--- config.mk ---
export PLATFORM = sky130hd
export DESIGN_NAME = branch_resolve_unit
export DESIGN_NICKNAME = d
export VERILOG_FILES = /design/src/rtl/branch_resolve_unit_pkg.sv /design/src/rtl/bru_perf_counter.sv /design/src/rtl/branch_resolve_unit.sv
export SDC_FILE = /design/constraint.sdc
export NUM_CORES = 1
export LEC_CHECK = 0
export CORE_MARGIN = 2
export CORE_UTILIZATION = 45
export DETAILED_ROUTE_END_ITERATION = 10
export PLACE_DENSITY = 0.76
export SYNTH_ARGS = -nofsm -noshare
export SYNTH_HDL_FRONTEND = slang
export SYNTH_SLANG_ARGS = --single-unit
--- constraint.sdc ---
create_clock -name clk -period 3.5 [get_ports clk]
set_clock_uncertainty 0.05 [all_clocks]
set_input_delay 0.7 -clock clk [delete_from_list [all_inputs] [get_ports clk]]
set_output_delay 0.7 -clock clk [all_outputs]
set_load 0.02 [all_outputs]
--- src/rtl/branch_resolve_unit_pkg.sv ---
// Shared types and constants for the branch resolve unit.
// Entry pc is sized for the widest supported XLEN; only the low XLEN bits are meaningful.
package branch_resolve_unit_pkg;

   localparam int unsigned XLEN_DEFAULT = 32;
   localparam int unsigned PC_MAX_W     = 64;
   localparam int unsigned PC_INC       = 4;
   localparam int unsigned CNT_W        = 32;

   typedef struct packed {
      logic                valid;
      logic                pred;
      logic [PC_MAX_W-1:0] pc;
   } bru_entry_t;

endpackage

--- src/rtl/bru_perf_counter.sv ---
// Saturating branch / mispredict event counters for the branch resolve unit.
module bru_perf_counter
   import branch_resolve_unit_pkg::*;
(
   input  logic             clk,
   input  logic             rst,
   input  logic             br_inc,
   input  logic             miss_inc,
   output logic [CNT_W-1:0] br_cnt,
   output logic [CNT_W-1:0] miss_cnt
);

   logic [CNT_W-1:0] br_cnt_q;
   logic [CNT_W-1:0] miss_cnt_q;

   always_ff @(posedge clk) begin
      if (rst) begin
         br_cnt_q   <= '0;
         miss_cnt_q <= '0;
      end else begin
         if (br_inc && (br_cnt_q != '1)) begin
            br_cnt_q <= br_cnt_q + CNT_W'(1);
         end
         if (miss_inc && (miss_cnt_q != '1)) begin
            miss_cnt_q <= miss_cnt_q + CNT_W'(1);
         end
      end
   end

   assign br_cnt   = br_cnt_q;
   assign miss_cnt = miss_cnt_q;

endmodule

--- src/rtl/branch_resolve_unit.sv ---
// Tracks predicted branches from IF to EX and flags mispredictions with a same-cycle flush.
// Optional perf counters (br_cnt, miss_cnt) are enabled by defining BRU_PERF_CNT_EN.
module branch_resolve_unit
   import branch_resolve_unit_pkg::*;
#(
   parameter int unsigned XLEN       = XLEN_DEFAULT,
   parameter int unsigned PIPE_DEPTH = 2
) (
   input  logic            clk,
   input  logic            rst,
   input  logic            stall,
   input  logic            B,
   input  logic            BrPre,
   input  logic [XLEN-1:0] if_pc,
   input  logic            ex_taken,
   input  logic [XLEN-1:0] ex_target,
   output logic            PreWrong,
   output logic            flush,
   output logic [XLEN-1:0] redirect_pc
`ifdef BRU_PERF_CNT_EN
   ,
   output logic [31:0]     br_cnt,
   output logic [31:0]     miss_cnt
`endif
);

   localparam int unsigned ExIdx = PIPE_DEPTH - 1;

   bru_entry_t      entry_q [PIPE_DEPTH];
   logic [XLEN-1:0] pc_ex;
   logic [XLEN-1:0] fall_through;
   logic            pre_wrong;

   always_comb begin
      pc_ex        = entry_q[ExIdx].pc[XLEN-1:0];
      fall_through = pc_ex + XLEN'(PC_INC);
      // A stalled EX stage must not resolve; it retries once the stall lifts.
      pre_wrong    = entry_q[ExIdx].valid & (entry_q[ExIdx].pred ^ ex_taken) & ~stall;
   end

   assign PreWrong    = pre_wrong;
   assign flush       = pre_wrong;
   assign redirect_pc = pre_wrong ? (ex_taken ? ex_target : fall_through) : '0;

   always_ff @(posedge clk) begin
      if (rst) begin
         for (int i = 0; i < PIPE_DEPTH; i++) begin
            entry_q[i] <= '0;
         end
      end else if (pre_wrong) begin
         // Kill everything in flight; the IF instruction is dropped as well.
         for (int i = 0; i < PIPE_DEPTH; i++) begin
            entry_q[i].valid <= 1'b0;
         end
      end else if (!stall) begin
         for (int i = PIPE_DEPTH - 1; i > 0; i--) begin
            entry_q[i] <= entry_q[i-1];
         end
         entry_q[0] <= '{valid: B, pred: BrPre, pc: PC_MAX_W'(if_pc)};
      end
   end

`ifdef BRU_PERF_CNT_EN
   bru_perf_counter u_perf (
      .clk      (clk),
      .rst      (rst),
      .br_inc   (entry_q[ExIdx].valid & ~stall),
      .miss_inc (pre_wrong),
      .br_cnt   (br_cnt),
      .miss_cnt (miss_cnt)
   );
`endif

endmodule

# Word-level counts from Yosys, hierarchy flattened
# Memories as Yosys holds them, arrays and structs flattened.
# Cells that the tools add are included.
[totals]
elab_cells = 29
ram_bits = 132
mem_count = 1
ff_bits = 0
input_bits = 70
output_inout_bits = 34
[mem_list]
columns = ["name", "words", "width", "read_ports", "rd_clocked_by_memory_dff", "write_ports", "line", "source"]
rows = [
  ["entry_q", 2, 66, 2, 0, 2, "branch_resolve_unit.sv:29", "bru_entry_t entry_q [PIPE_DEPTH];"],
]
[op_classes]
add_sub_neg = 1
bitwise_logic = 10
muxes = 17
[ops]
columns = ["operator", "count"]
rows = [
  ["$mux W65", 2],
  ["$mux W32", 2],
  ["$add A32 B3 Y32 const B", 1],
  ["$mux W1", 13],
  ["$or A1 B1 Y1", 6],
  ["$and A1 B1 Y1", 2],
  ["$not A1 Y1", 1],
  ["$xor A1 B1 Y1", 1],
]

# Depth between registers and ports, before layout
# Gate-level depths: netlist of run 1.
# An unclocked memory read counts as a cell.
[logic_depth]
depth_word = 9
ltp_mapped = 8
ltp_nobuf = 6

# Worst setup path after synthesis of run 1
# Ideal clock, no wire load.
[synth_path]
kind = "input to register"
from = "input ex_taken"
to = "memory entry_q[0][0] (netlist name) (enable)"
path_slack_ns = 0.512
required_ns = 3.022
path_buffers = 0
t_arrival_ns = 2.510
setup_ns = 0.428
stages = 3
cell_sequence = "xor2_1 > a21oi_1 > or2_1"
[synth_lines]
columns = ["item", "line", "source"]
rows = [
  ["start, declared", "branch_resolve_unit.sv:15", "input logic ex_taken,"],
  ["end, declared", "branch_resolve_unit.sv:29", ""],
]

# Worst setup path after layout of run 1
[layout_path]
from = "input ex_taken"
to = "output redirect_pc[0]"
[layout_via]
elab_chain_cells = 4
word_cells_on_any_way = 5
classes_between = "mux: 2; bitwise: 3"
[layout_lines]
columns = ["item", "line", "source"]
rows = [
  ["$xor A1 B1 Y1", "branch_resolve_unit.sv:38", "pre_wrong = entry_q[ExIdx].valid & (entry_q[ExIdx].pred ^ ex_taken) & ~stall;"],
  ["$and A1 B1 Y1 (2 in series)", "branch_resolve_unit.sv:38", ""],
  ["$mux W32 *", "branch_resolve_unit.sv:43", "assign redirect_pc = pre_wrong ? (ex_taken ? ex_target : fall_through) : '0;"],
  ["end, declared", "branch_resolve_unit.sv:19", "output logic [XLEN-1:0] redirect_pc"],
]
# Mark *: on every way between the ends. The rest lies on a longest branch, timed or not.

==> key figures, run 1 <==
Run status
  • Status: finished clean

STA
  • Worst slew margin: 65.09%
  • Final hold viol count: 0
  • Worst hold slack: 0.4647 ns
  • Fin crit share: 97.87%
  • Slew Limit Fails: 0
  • Tmin final: 3.425 ns
  • RSZ-0062 raised after global routing: false
  • Slew @ Worst Pin: 0.5236 ns
  • Fmax: roughly 290 MHz
  • Setup-failing EPs final: 0

Final layout
  • Final Non-Filler Cells: 530
  • Util after Layout: 63.72%
  • Leading cell type in the layout, fill and taps excluded: clkdlybuf4s50_1
  • Final net count: 495
  • Most flops, register: entry_q
  • Most frequent cells in the layout: clkdlybuf4s50_1 (72), and2_1 (69), edfxtp_1 (68)
  • Share of layout cells above drive strength 1: 7.710%
  • Largest regs: entry_q x68
  • Final instance area: approximately 0.0049 mm2
  • Largest register FFs: between 60 and 70
  • Area Overhead vs Synth: 36.46%
  • Ant diodes: 0

Power
  • Pleak: 2.142 nW
  • Pwr dens: 350.9 mW/mm2
  • Power Total: around 1.7 mW
  • Worst vdd ir: 0.0002312 V

Routing
  • Routed len/inst: 13.51 um
  • Vias: 2522
  • 1st-pass router iterations: 4
  • Final ANT Viol Nets: 0
  • Via density: 4.758
  • Initial DRC Count: between 100 and 150
  • Post-route DRC violation count: 0
  • Routed WL: 7.159 mm

Global route
  • Antenna violations before repair: 0
  • Global-route wire length before repair: 11.56 mm
  • Vias in the first global route: 2441
  • GRT Total Usage: 17.15%
  • Pin count of the biggest net entering global routing: 47
  • Total grt overflow: 0

Floorplanning
  • Ports: 104
  • Chip width: between 90 and 100 um
  • Effective utilization at floorplan: ~47%
  • Num rows: 32
  • Die area: 0.008795 mm2
  • Total core area: 0.007767 mm2
  • Die H: roughly 94 um

Clocking
  • Clock Sinks: 68
  • CTS H-tree lvls: 3
  • CTS tree: built
  • Reg clk slew, reported paths: 0.06 ns
  • Hold buffers post-CTS: 0
  • CTS Buf Count: 9
  • Clock buffer depth: 2
  • Clock latency on the worst-skew pair: 0.33 ns
  • Clock root buffer: clkbuf_8
  • Setup Buffers After CTS: 0

Worst setup path
  • Startpoint type of the worst setup path: input port
  • Critical Path Fanout Max: 5
  • Critical path class: in -> out
  • CP Data Arrival Time: 2.68 ns
  • CP endpoint kind: output port
  • CP required: 2.75 ns
  • R2R Setup Slk: 1.62 ns

Placed design
  • I/O Buffers: about 100
  • Dpl cells: about 520
  • DPL Wire Length: 5.309 mm
  • Routability cong.: 0.7587
  • Post-DP Area: 0.004787 mm2

Logic synthesis
  • Mean area per synthesized cell: 11.41 um2
  • Synth Warn #: 0
  • #FFs+latches synth: about 70
  • Synthesized Nets: 389
  • Synth top area share: between 50 and 60%
  • Netlist cell types: 38
  • Part of the Yosys area used for sequential elements: a little under three fifths
  • Synth Cell Area: between 0.003 and 0.004 mm2
  • Post-Syn Instances: 318
  • Synth top area cells: edfxtp_1 (56%), and2_1 (12%), xor2_1 (5.6%), a21oi_1 (3.3%), o21ai_1 (2.5%)
  • EDFF count, synth: 68
  • Main synth FF type: edfxtp_1
  • Async S/R FF share, synth: 0%
  • Dominant cell type by area after synthesis: edfxtp_1

Worst hold path
  • Hold Crit Class: reg -> reg

Job
  • Max-cap viol count: 0
## cells in the mapped netlist (2+ instances only)
library cell	n
xor2_1	23
and2_1	69
nor2_4	2
nand3_1	12
nor2_1	20
a21oi_1	24
xnor2_1	6
or2_1	2
nand2_1	11
buf_6	2
o21ai_1	18
nand4_2	2
mux2i_1	7
nor3_1	4
buf_2	4
clkbuf_1	8
nand4_1	12
inv_1	5
edfxtp_1	68
## path summary, 6_finish.rpt
| path | start | endpoint | depth (start not counted) |
|---|---|---|---|
| hold / removal | entry_q[0][28] | entry_q[0][94] | 1 |
| setup reg to reg | entry_q[0][130] | entry_q[0][78] | 4 |
| hold reg to reg | entry_q[0][28] | entry_q[0][94] | 1 |
| setup / recovery | ex_taken | redirect_pc[0] | 6 |
## per-stage QoR
stage / TNS [ns] / setup slack, ns
floorplan: 0 / 0.5115
global placement: -0.2612 / -0.04132
detailed placement: -1.649 / -0.1176
CTS: 0 / 0.0001374
global route: 0 / 0.003872
finish: 0 / 0.07470
## cells by family after synthesis
kind of cell    synth area share (%)
flops                          56.30
mux                            1.932
xor+xnor                       7.002
fa+ha+maj                     0.3449
simple gates                   24.46
buf+inv                        3.622
compound gates                 6.347
## area by class of cell
| type | count | area [um2] |
|---|---|---|
| sequential | 68 | 2042 |
| inverter | 7 | 31.28 |
| multi-input combinational | 226 | 1454 |
| timing repair buffer | 112 | 1146 |
| clock buffer | 11 | 131.4 |
| clock inverter | 4 | 17.52 |
| fill | 637 | 2818 |
| tap | 102 | 127.6 |
## repair_timing
action                                  CTS  global route
endpoints found under the setup margin   20            13
resized for setup                        19            13
pin swaps                                 0             1
hold endpoints to repair                  0             0
## report_power, final
part	total (mW)	internal (mW)	switching, mW
Sequential	1.01	0.969	0.0392
Clock	0.498	0.246	0.253
Combinational	0.230	0.131	0.0990
## layer usage
layer / track usage, % / wire length [um] / up-vias
li1: - / - / 1337
met1: 23.77 / 3328 / 1085
met3: 5.698 / 665 / 7
met5: 0 / 0 / -
met4: 6.522 / 74 / 0
met2: 25.00 / 3090 / 93
## critical path, stage by stage
cell	delay, ns
clkdlybuf4s50_1	0.51
xor2_1	0.19
nand2_1	0.07
or2_1	0.30
nor2_1	0.25
clkdlybuf4s50_1	0.65
(Power assumes the default switching activity.)
==> run 2, diff against run 1 <==
--- a/config.mk
+++ b/config.mk
@@ -5,6 +5,7 @@
 export SDC_FILE = /design/constraint.sdc
 export NUM_CORES = 1
 export LEC_CHECK = 0
+export ABC_CLOCK_PERIOD_IN_PS = 3500
 export CORE_MARGIN = 2
 export CORE_UTILIZATION = 45
 export DETAILED_ROUTE_END_ITERATION = 10
==> results of run 2 <==
Final layout, timing and power as in run 1 (identical DEF).
==> run 3, diff against run 2 <==
--- a/config.mk
+++ b/config.mk
@@ -9,6 +9,7 @@
 export CORE_MARGIN = 2
 export CORE_UTILIZATION = 45
 export DETAILED_ROUTE_END_ITERATION = 10
+export GPL_TIMING_DRIVEN = 0
 export PLACE_DENSITY = 0.76
 export SYNTH_ARGS = -nofsm -noshare
 export SYNTH_HDL_FRONTEND = slang
==> key figures, run 3 (synthesis results as in run 1) <==
Placed design
  • I/O Buffers: 103 (unchanged)
  • Routability cong.: 0.7964 (was 0.7587)
  • DPL Wire Length: 5.615 mm (was 5.309 mm)

Clocking
  • Clock Sinks: 68 (unchanged)
  • Reg clk slew, reported paths: 0.08 ns (was 0.06 ns)
  • CTS Buf Count: 9 (unchanged)
  • Clock latency on the worst-skew pair: 0.34 ns (was 0.33 ns)
  • Clock root buffer: clkbuf_8 (unchanged)
  • CTS tree: built (unchanged)
  • CTS H-tree lvls: 3 (unchanged)
  • Clock buffer depth: 2 (unchanged)

Global route
  • Pin count of the biggest net entering global routing: 45 (was 47)
  • GRT Total Usage: 17.51% (was 17.15%)
  • Vias in the first global route: 2524 (was 2441)
  • Total grt overflow: 0 (unchanged)
  • Global-route wire length before repair: 11.85 mm (was 11.56 mm)
  • Antenna violations before repair: 0 (unchanged)

Worst setup path
  • CP cell instances: dlygate4sd2_1 > xor2_1 > nand2_1 > or2_1 > buf_6 > clkinv_2 > buf_12 > buf_4 > clkdlybuf4s50_1 (was clkdlybuf4s50_1 > xor2_1 > nand2_1 > or2_1 > nor2_1 > clkdlybuf4s50_1)
  • CP Data Arrival Time: 2.52 ns (was 2.68 ns)
  • CP required: 2.75 ns (about the same)
  • R2R Setup Slk: 1.61 ns (was 1.62 ns)
  • Register-to-Register Path Depth: 4 (unchanged)
  • Critical Path Max Stage Delay: 0.59 ns (was 0.65 ns)
  • RR Startpoint: entry_q[0][130] (unchanged)
  • CP delay by family, top: buffers and inverters (unchanged)
  • Worst r2r dst: entry_q[0][94] (was entry_q[0][78])
  • CP Buf/Inv Count: 6 (was 2)
  • Startpoint type of the worst setup path: input port (unchanged)
  • Critical Path Fanout Max: 11 (was 5)
  • Critical path class: in -> out (unchanged)
  • CP endpoint kind: output port (unchanged)
  • Critical Path Slowest Stage Cell: clkdlybuf4s50_1 (unchanged)

Worst hold path
  • Hold Path Depth: 1 (unchanged)
  • Hold path start: entry_q[0][4] (was entry_q[0][28])
  • Worst Hold End: entry_q[0][70] (was entry_q[0][94])
  • Hold Crit Class: reg -> reg (unchanged)

Floorplanning
  • Total core area: 0.007767 mm2 (unchanged)
  • Ports: 104 (unchanged)
  • Num rows: 32 (unchanged)
  • Die area: 0.008795 mm2 (unchanged)
  • Effective utilization at floorplan: 46.70% (unchanged)
  • Die H: 93.78 um (unchanged)
  • Chip width: 93.78 um (unchanged)

Routing
  • Routed len/inst: 13.28 um (was 13.51 um)
  • Post-route DRC violation count: 0 (unchanged)
  • Initial DRC Count: 116 (was 113)
  • Vias: 2637 (was 2522)
  • Via density: 4.883 (was 4.758)
  • Final ANT Viol Nets: 0 (unchanged)
  • 1st-pass router iterations: 5 (was 4)
  • Routed WL: 7.170 mm (was 7.159 mm)

Final layout
  • Util after Layout: 63.97% (was 63.72%)
  • Largest regs: entry_q x68 (unchanged)
  • Ant diodes: 0 (unchanged)
  • Share of layout cells above drive strength 1: 8.676% (was 7.710%)
  • Most frequent cells in the layout: clkdlybuf4s50_1 (73), and2_1 (69), edfxtp_1 (68) (was clkdlybuf4s50_1 (72), and2_1 (69), edfxtp_1 (68))
  • Final net count: 504 (was 495)
  • Leading cell type in the layout, fill and taps excluded: clkdlybuf4s50_1 (unchanged)
  • Largest register FFs: 68 (unchanged)
  • Area Overhead vs Synth: 36.98% (was 36.46%)
  • Most flops, register: entry_q (unchanged)

Power
  • Worst vdd ir: 0.0002450 V (was 0.0002312 V)
  • Pwr dens: 376.2 mW/mm2 (was 350.9 mW/mm2)
  • Power Total: 1.869 mW (was 1.737 mW)
  • Pleak: 1.983 nW (was 2.142 nW)

STA
  • Fin crit share: 93.35% (was 97.87%)
  • Tmin final: 3.267 ns (was 3.425 ns)
  • Worst slew margin: 58.43% (was 65.09%)
  • Slew @ Worst Pin: 0.6236 ns (was 0.5236 ns)
  • Final hold viol count: 0 (unchanged)
  • Worst hold slack: 0.4615 ns (was 0.4647 ns)
  • RSZ-0062 raised after global routing: false (unchanged)
  • Fmax: 306.1 MHz (was 291.9 MHz)
  • Setup-failing EPs final: 0 (unchanged)
  • Slew Limit Fails: 0 (unchanged)

Run status
  • Status: finished clean (unchanged)

Job
  • Max-cap viol count: 0 (unchanged)
[run 3: per-layer routing]
layer	GRT usage, %	vias to the layer above	wire (um)	share of wire (%)
li1	-	1354	-	-
met1	23.70	1163	3240	45
met2	27.02	109	3238	45
met3	4.494	11	556	7.8
met4	7.005	0	135	1.9
met5	0	-	0	0
[run 3: through the flow]
step / cell area, um2 / std cells / setup TNS [ns] / setup slack, ns
2_1_floorplan: 3627 / 318 / 0 / 0.5115
3_3_place_gp: 4786 / 523 / -36.52 / -0.4913
3_5_place_dp: 4806 / 524 / -4.844 / -0.2060
4_1_cts: 4969 / 540 / 0 / 0.2154
5_1_grt: 4969 / 540 / 0 / 0.1076
6_report: 4969 / 540 / 0 / 0.2326
[run 3: report_power, final]
group,switching (mW),leakage [nW],internal (mW)
registers,0.0390,0.745,0.968
clock network,0.302,0.0958,0.332
logic,0.100,1.14,0.127
[run 3: layout make-up]
class	instances	area [um2]
fill	627	2799
sequential	68	2042
multi-input combinational	226	1454
timing repair buffer	104	1013
tap	102	127.6
clock buffer	9	123.9
buffer	17	103.9
clock inverter	7	76.32
inverter	7	27.53
[run 3: worst max-delay path by stage]
stage,from,to,depth (start not counted)
2_1_floorplan,ex_taken,entry_q[0][0],3
3_3_place_gp,ex_taken,entry_q[0][86],4
3_5_place_dp,ex_taken,redirect_pc[22],10
4_1_cts,ex_taken,flush,9
5_1_grt,ex_taken,redirect_pc[11],9
6_report,ex_taken,flush,9
[run 3: worst register-to-register path: stages, from the launching register on]
cell	delay (ns)
edfxtp_1	0.38
xor2_1	0.16
a21oi_1	0.17
or2_2	0.50
buf_12	0.31
[run 3: timing repair]
action                                  CTS  global route
buffers inserted                          0             0
hold buffers                              0             0
gates resized for setup                  30             0
endpoints found under the setup margin   31             0
hold endpoints to repair                  0             0
